--- src/rtl/alu_pkg.sv ---
// rtl/alu_pkg.sv - shared ALU control codes and muldiv sequencer types
package alu_pkg;

    typedef logic [2:0] alu_ctrl_t;

    localparam alu_ctrl_t ALU_ADD = 3'b000;
    localparam alu_ctrl_t ALU_SUB = 3'b001;
    localparam alu_ctrl_t ALU_AND = 3'b010;
    localparam alu_ctrl_t ALU_OR  = 3'b011;
    localparam alu_ctrl_t ALU_SLT = 3'b101;

    typedef enum logic [1:0] {
        OP_MUL  = 2'b00,
        OP_DIVU = 2'b01,
        OP_REMU = 2'b10,
        OP_RSVD = 2'b11
    } muldiv_op_t;

    typedef enum logic [2:0] {
        S_IDLE    = 3'd0,
        S_MUL     = 3'd1,
        S_DIV_CMP = 3'd2,
        S_DIV_SUB = 3'd3,
        S_DONE    = 3'd4
    } muldiv_state_t;

endpackage

--- src/rtl/alu_seq_muldiv.sv ---
// rtl/alu_seq_muldiv.sv - iterative unsigned MUL/DIVU/REMU that borrows the shared ALU
module alu_seq_muldiv
    import alu_pkg::*;
#(
    parameter int DATA_WIDTH = 32,
    parameter int CNT_WIDTH  = 5
) (
    input  logic                  clk,
    input  logic                  rst,
    input  logic                  req_valid,
    output logic                  req_ready,
    input  logic [1:0]            req_op,
    input  logic [DATA_WIDTH-1:0] req_a,
    input  logic [DATA_WIDTH-1:0] req_b,
    output logic                  resp_valid,
    input  logic                  resp_ready,
    output logic [DATA_WIDTH-1:0] resp_result,
    output logic                  alu_busy,
    output logic [2:0]            alu_ctrl,
    output logic [DATA_WIDTH-1:0] alu_op1,
    output logic [DATA_WIDTH-1:0] alu_op2,
    input  logic [DATA_WIDTH-1:0] alu_out
);

    localparam logic [CNT_WIDTH-1:0] CNT_LAST = '1;

    muldiv_state_t         state_q, state_d;
    muldiv_op_t            op_q, op_d;
    logic [CNT_WIDTH-1:0]  count_q, count_d;
    logic [DATA_WIDTH-1:0] acc_q, acc_d;
    logic [DATA_WIDTH-1:0] mcand_q, mcand_d;
    logic [DATA_WIDTH-1:0] mplier_q, mplier_d;
    logic [DATA_WIDTH-1:0] rem_q, rem_d;
    logic [DATA_WIDTH-1:0] quo_q, quo_d;
    logic [DATA_WIDTH-1:0] div_q, div_d;
    logic                  lt_q, lt_d;
    logic [DATA_WIDTH:0]   shifted;

    // The bit shifted out of rem is only needed for the compare, so rem is
    // stored at DATA_WIDTH bits and the overflow bit lives in shifted.
    assign shifted = {rem_q, quo_q[DATA_WIDTH-1]};

    always_ff @(posedge clk) begin
        if (rst) begin
            state_q  <= S_IDLE;
            op_q     <= OP_MUL;
            count_q  <= '0;
            acc_q    <= '0;
            mcand_q  <= '0;
            mplier_q <= '0;
            rem_q    <= '0;
            quo_q    <= '0;
            div_q    <= '0;
            lt_q     <= 1'b0;
        end else begin
            state_q  <= state_d;
            op_q     <= op_d;
            count_q  <= count_d;
            acc_q    <= acc_d;
            mcand_q  <= mcand_d;
            mplier_q <= mplier_d;
            rem_q    <= rem_d;
            quo_q    <= quo_d;
            div_q    <= div_d;
            lt_q     <= lt_d;
        end
    end

    always_comb begin
        state_d  = state_q;
        op_d     = op_q;
        count_d  = count_q;
        acc_d    = acc_q;
        mcand_d  = mcand_q;
        mplier_d = mplier_q;
        rem_d    = rem_q;
        quo_d    = quo_q;
        div_d    = div_q;
        lt_d     = lt_q;
        case (state_q)
            S_IDLE: begin
                if (req_valid) begin
                    op_d    = muldiv_op_t'(req_op);
                    count_d = '0;
                    case (muldiv_op_t'(req_op))
                        OP_MUL: begin
                            acc_d    = '0;
                            mcand_d  = req_a;
                            mplier_d = req_b;
                            state_d  = S_MUL;
                        end
                        OP_DIVU, OP_REMU: begin
                            rem_d   = '0;
                            quo_d   = req_a;
                            div_d   = req_b;
                            state_d = S_DIV_CMP;
                        end
                        default: state_d = S_DONE;
                    endcase
                end
            end
            S_MUL: begin
                if (mplier_q[0]) acc_d = alu_out;
                mcand_d  = mcand_q << 1;
                mplier_d = mplier_q >> 1;
                count_d  = count_q + 1'b1;
                if (count_q == CNT_LAST) state_d = S_DONE;
            end
            S_DIV_CMP: begin
                rem_d   = shifted[DATA_WIDTH-1:0];
                quo_d   = {quo_q[DATA_WIDTH-2:0], 1'b0};
                lt_d    = alu_out[0] && !shifted[DATA_WIDTH];
                state_d = S_DIV_SUB;
            end
            S_DIV_SUB: begin
                // Wrapping subtract is still exact when the shifted-out bit was set.
                if (!lt_q) begin
                    rem_d    = alu_out;
                    quo_d[0] = 1'b1;
                end
                count_d = count_q + 1'b1;
                state_d = (count_q == CNT_LAST) ? S_DONE : S_DIV_CMP;
            end
            S_DONE: begin
                if (resp_ready) state_d = S_IDLE;
            end
            default: state_d = S_IDLE;
        endcase
    end

    always_comb begin
        req_ready   = (state_q == S_IDLE);
        resp_valid  = (state_q == S_DONE);
        resp_result = '0;
        alu_busy    = 1'b0;
        alu_ctrl    = ALU_ADD;
        alu_op1     = '0;
        alu_op2     = '0;
        case (state_q)
            S_MUL: begin
                alu_busy = 1'b1;
                alu_ctrl = ALU_ADD;
                alu_op1  = acc_q;
                alu_op2  = mcand_q;
            end
            S_DIV_CMP: begin
                alu_busy = 1'b1;
                alu_ctrl = ALU_SLT;
                alu_op1  = shifted[DATA_WIDTH-1:0];
                alu_op2  = div_q;
            end
            S_DIV_SUB: begin
                alu_busy = 1'b1;
                alu_ctrl = ALU_SUB;
                alu_op1  = rem_q;
                alu_op2  = div_q;
            end
            S_DONE: begin
                case (op_q)
                    OP_MUL:  resp_result = acc_q;
                    OP_DIVU: resp_result = quo_q;
                    OP_REMU: resp_result = rem_q;
                    default: resp_result = '0;
                endcase
            end
            default: ;
        endcase
    end

endmodule

--- config.mk ---
export PLATFORM = sky130hd
export DESIGN_NAME = alu_seq_muldiv
export DESIGN_NICKNAME = d
export VERILOG_FILES = /design/src/rtl/alu_pkg.sv /design/src/rtl/alu_seq_muldiv.sv
export SDC_FILE = /design/constraint.sdc
export NUM_CORES = 1
export LEC_CHECK = 0
export ABC_AREA = 1
export CORE_ASPECT_RATIO = 1.4
export CORE_MARGIN = 5
export CORE_UTILIZATION = 60
export DETAILED_ROUTE_END_ITERATION = 10
export DONT_BUFFER_PORTS = 1
export PLACE_DENSITY = 0.81
export RECOVER_POWER = 25
export SYNTH_ARGS = -nofsm -noshare
export SYNTH_HDL_FRONTEND = slang
export SYNTH_SLANG_ARGS = --single-unit
--- constraint.sdc ---
create_clock -name clk -period 2 [get_ports clk]
set_input_delay 0.4 -clock clk [delete_from_list [all_inputs] [get_ports clk]]
set_output_delay 0.4 -clock clk [all_outputs]
set_load 0.02 [all_outputs]
==> impl_metrics.toml, run 1 <==
[run_status]
status = "complete, but fails checks"
violations = "negative setup slack"

[power]
irDropWorstVdd_uv = 961
p_leak_nw = 6.51
power_density_nw_per_um2 = 1310

[logic_synthesis]
ys_types = 30
mappedNetlistArea_um2 = 10900
yosysWarningCount = 0
synth_nets = 1906
ys_seq_area_share_pct = 37.2
syn_avg_cell_area_um2 = 6.07
synthCells = 1799
ys_seq_elements = 203

[critical_path]
setup.worst_path.end_class = "output pin"
path_buf_inv = 1
cpPeakStageDelay_ps = 460
cp-start-kind = "flop"
path_delay_family = "simple AND/OR/NAND/NOR gates"
cp_max_fo = 34
crit_type = "flop to output pin"
slowest_stage = "dfxtp_4"
path_cells = "nand3_4, buf_12, nor2_1, a21oi_2, nand2_2"
crit_arrival_ps = 1740
critical_path_required_ps = 1600

[place]
place_congestion = 0.956
post-dp-hpwl_um = 21300
io_buffer_count = 0
pre_cts_ws_ps = 30.5

[route]
drt_wl_total_um = 34800
drt_iter0_drc = 1034
via_count = 11497
wl_per_cell_um = 16.8
ant_nets = 0
drc = 0
drt_pre_antenna_iters = 5
vias_per_cell = 5.56

[flow_run]
cap_violations = 0

[cts]
cts_tree = "done"
cts.sinks = 203
cts-buffers-inserted = 21
htreeDepth = 1
root_buffer = "clkbuf_16"
clk_latency_ps = 490
cts.clk_slew.worst_paths_ps = 60
clock_path_buffers = 3

[finish]
synthToLayoutAreaGrowth_pct = 22.7
num_antenna_cells = 0
fin_nets = 1925
drive_gt1_share_pct = 19.6
seq_area_um2 = 4080
fillers = 1362
multi_input_area_um2 = 6230

[floorplanning]
dieArea_um2 = 21000
fp.dieW_um = 124
core_area_um2 = 17900
fp-row-count = 58
dieHeight_um = 170
ios = 204
start_util_pct = 60.9

[timing]
finalSetupViolations = 97
layout_min_cycle_time_ps = 2140
maxSlewHeadroom_pct = 58.3
slew_violations = 0
timing.final.crit_share_pct = 107
max_slew.worst_pin.slew_ps = 625
hold_slack_ps = 66.7
rsz0062_at_grt = "yes"
final-hold-violation-count = 0
skew_ps = 17.7
worst_slack_ps = -136
max_freq_mhz = 468

[global_route]
grt-ovfl-total = 0
grt_max_degree = 79
grt_pass1_vias = 11012
grt_pass1_wl_um = 53300
antenna_found_initial = 0
grt_usage_pct = 30.9

[worst_hold_path]
hp-class = "input port to flop"
[path summary, 6_finish.rpt]
path	slack (ps)	end	cells after the start	from
setup / recovery	-140	alu_op1[14]	5	state_q[1]
hold / removal	70	mcand_q[0]	2	req_a[0]
setup reg to reg	90	div_q[14]	8	state_q[1]
hold reg to reg	450	div_q[8]	2	div_q[8]
[layer usage]
layer / wire (um) / global-route usage, %
met1: 13300 / 36.3
met2: 17200 / 54.2
met3: 2830 / 5.27
met4: 1440 / 14.3
met5: 0 / 0
[cell type report]
| type | instances | share of cell area [%] |
|---|---|---|
| clock buffers | 28 | 4.49 |
| clock inverters | 6 | 0.411 |
| inverters | 195 | 6.02 |
| multi-input cells | 1286 | 46.5 |
| flip-flops and latches | 203 | 30.5 |
| well taps | 240 | 2.24 |
| repair buffers | 111 | 9.86 |
[power breakdown]
part | switching, mW | internal, mW | total (mW)
clock network | 1.60 | 2.22 | 3.83
logic | 5.09 | 2.66 | 7.74
registers | 0.749 | 5.20 | 5.95
[metrics by stage]
step           TNS [ps]  instances  power [mW]  util (%)  instance area, um2
6_report          -8290       2069        17.5      74.8               13400
5_1_grt          -13510       2069        18.6      74.8               13400
4_1_cts           -7150       2057        16.8      71.5               12800
3_5_place_dp          0       2006        12.2      63.6               11400
3_3_place_gp          0       2006        12.0      63.6               11400
2_1_floorplan     -2070       1799        10.6         -               10900
[worst register-to-register path: cells and delay by family (launching register included)]
kind | cells | cell delay [ps]
buffers and inverters | 3 | 430
AND/OR/NAND/NOR | 3 | 640
flip-flops | 1 | 410
AO/OA/AOI/OAI | 2 | 300
[flip-flops by register name, summed over array words and instances (netlist names)]
signal,flops
mplier_q,32
state_q,3
mcand_q,32
rem_q,32
lt_q,1
quo_q,32
op_q,2
div_q,32
count_q,5
acc_q,32
[layout by cell type, fill, tap and decap left out, drive strengths merged]
cell	count
nand2	469
nor2	462
o21ai	212
dfxtp	203
inv	194
buf	107
a21oi	80
clkbuf	31
o221ai	24
nand3	13
nor3	10
o22ai	8
clkinv	6
ha	5
nand4	2
conb	1
bufinv	1
dlygate4sd3	1
[logic make-up after synthesis]
logic type                 count (synthesis)  share of synthesized area [%]
DFF                                      203                           37.2
and+or+nand+nor                          956                           33.7
buffers and inverters                    310                           12.7
AOI/OAI and AO/OA                        324                           15.8
adders and majority gates                  5                          0.573
other                                      1                         0.0343
[what timing repair did]
item	in CTS	in global routing
hold buffers	1	0
gates cloned	7	3
setup buffers	9	12
pin swaps	5	5
setup endpoints to repair	99	98
hold endpoints to repair	9	0
gates resized for setup	200	144
[synth_stat cells (all sizes together)]
library cell	instances	area, um2
nor2	462	1770
nand3	13	70.1
o221ai	24	210
conb	1	3.75
a21oi	80	400
nand4	2	12.5
inv	195	739
o21ai	212	1060
buf	84	531
nor3	10	50.1
nand2	469	1780
dfxtp	203	4060
clkbuf	31	118
o22ai	8	50.1
ha	5	62.6
Power figures use the tool's default switching activity.
==> run 2: changes to the inputs <==
- CORE_ASPECT_RATIO: 1.4 -> 0.6
==> run 2 against run 1 <==
  * The run still ends with negative setup slack left
  * Non-clock buffer count up 7
  * Sequential share of layout area decreased by 0.77 points
  * Hold slack improved by 4.0 ps
  * Combinational power is 10% higher
==> impl_metrics.toml, run 2 (synthesis results as in run 1) <==
[run_status]
status = "complete, but fails checks"
violations = "negative setup slack"

[route]
wl_per_cell_um = 18.1
drt_pre_antenna_iters = 5
drc = 0
ant_nets = 0
vias_per_cell = 5.75
via_count = 11938
drt_iter0_drc = 1375
drt_wl_total_um = 37500

[timing]
rsz0062_at_grt = "yes"
hold_slack_ps = 70.7
max_freq_mhz = 448
maxSlewHeadroom_pct = 54.3
worst_slack_ps = -233
max_slew.worst_pin.slew_ps = 685
finalSetupViolations = 97
final-hold-violation-count = 0
slew_violations = 0
skew_ps = 12.1
timing.final.crit_share_pct = 112
layout_min_cycle_time_ps = 2230

[cts]
cts.clk_slew.worst_paths_ps = 60
clock_path_buffers = 3
root_buffer = "clkbuf_16"
cts.sinks = 203
cts_tree = "done"
cts-buffers-inserted = 20
clk_latency_ps = 500
htreeDepth = 1

[place]
dpl_cell_area_um2 = 11400
place_congestion = 0.918
io_buffer_count = 0
post-dp-hpwl_um = 21200

[floorplanning]
core_area_um2 = 18000
dieHeight_um = 115
dieArea_um2 = 21100
fp.dieW_um = 184
fp-row-count = 38
start_util_pct = 60.8
ios = 204

[critical_path]
crit_type = "flop to output pin"
r2r_slack_ps = 20
r2r_start = "state_q[2]"
crit_top_cell = "buf_6"
worstRegToRegCells = 8
reg2reg_to = "div_q[28]"
slowest_stage = "dfxtp_4"
cp_max_fo = 8
crit_arrival_ps = 1830
cpPeakStageDelay_ps = 390
cp-start-kind = "flop"
path_cells = "buf_6, nor2_4, clkinv_4, clkbuf_16, o21ai_4, buf_6"
path_buf_inv = 4
setup.worst_path.end_class = "output pin"
path_delay_family = "buffers and inverters"
critical_path_required_ps = 1600

[worst_hold_path]
hp-class = "input port to flop"
hold_start = "req_b[31]"
hold_depth = 2
min_to = "mplier_q[31]"

[power]
irDropWorstVdd_uv = 801
p_leak_nw = 6.54
p_total_mw = 18.1
power_density_nw_per_um2 = 1320

[finish]
design_area_um2 = 13700
num_antenna_cells = 0
drive_gt1_share_pct = 20.2
layout_commonest_cell = "nor2_1"
mostFrequentLayoutCells = "425 x nor2_1, 404 x nand2_1, 198 x dfxtp_1"
fin_nets = 1931
synthToLayoutAreaGrowth_pct = 25.9

[global_route]
grt_pass1_vias = 11046
antenna_found_initial = 0
grt_max_degree = 65
grt_pass1_wl_um = 55300
grt_usage_pct = 31.7
grt-ovfl-total = 0

[flow_run]
cap_violations = 0
run 2: area by class of cell:
cell class,count,area [um2]
inverters,195,779
clock buffers,29,576
clock inverters,4,23.8
well taps,240,300
flip-flops and latches,203,4080
multi-input cells,1286,6400
fillers,1346,4230
repair buffers,118,1580
run 2: worst register-to-register path: stages, from the launching register on:
cell and delay, ps:
dfxtp_4 390, nor2_8 150, buf_4 190, inv_2 40, nor2_1 430, nand2_2 130
buf_12 230, o21ai_0 240, a21oi_1 60
run 2: worst max-delay path by stage:
stage,start,end,cells past startpoint
finish,state_q[2],alu_op2[3],6
detailed placement,state_q[1],resp_result[11],7
global route,state_q[2],alu_op2[3],6
global placement,state_q[2],alu_op1[30],5
CTS,state_q[2],alu_op2[28],7
floorplan,state_q[1],alu_op2[10],6
run 2: per-stage QoR:
step	cells	utilization (%)	setup WS, ps	setup TNS [ps]
2_1_floorplan	1799	-	-68.8	-2070
5_1_grt	2075	76.5	-281	-18630
4_1_cts	2064	71.9	-180	-9990
3_3_place_gp	2003	63.3	81.0	0
6_report	2075	76.5	-233	-12870
3_5_place_dp	2003	63.3	66.6	0
run 2: power by group:
| part | total, mW | switching, mW | internal (mW) | leakage (nW) |
|---|---|---|---|---|
| Combinational | 8.55 | 5.53 | 3.02 | 4.57 |
| Clock | 3.63 | 1.63 | 2.00 | 0.297 |
| Sequential | 5.95 | 0.744 | 5.20 | 1.67 |
| Total | 18.1 | 7.90 | 10.2 | 6.54 |
run 2: timing repair:
action                                 4_1_cts  5_1_grt
endpoints found under the hold margin        9        0
gates cloned                                 9        8
hold buffers                                 1        0
setup endpoints to repair                   99       99
pin swaps                                    2       10
gates resized for setup                    217      161
setup buffers                               18        6
run 2: metal layers:
layer	global-route usage (%)	vias up	part of all wire (%)
met5	0	-	0
met4	9.40	0	2.9
met3	9.05	121	13
met2	51.5	774	45
met1	41.3	5430	39
li1	-	5613	-
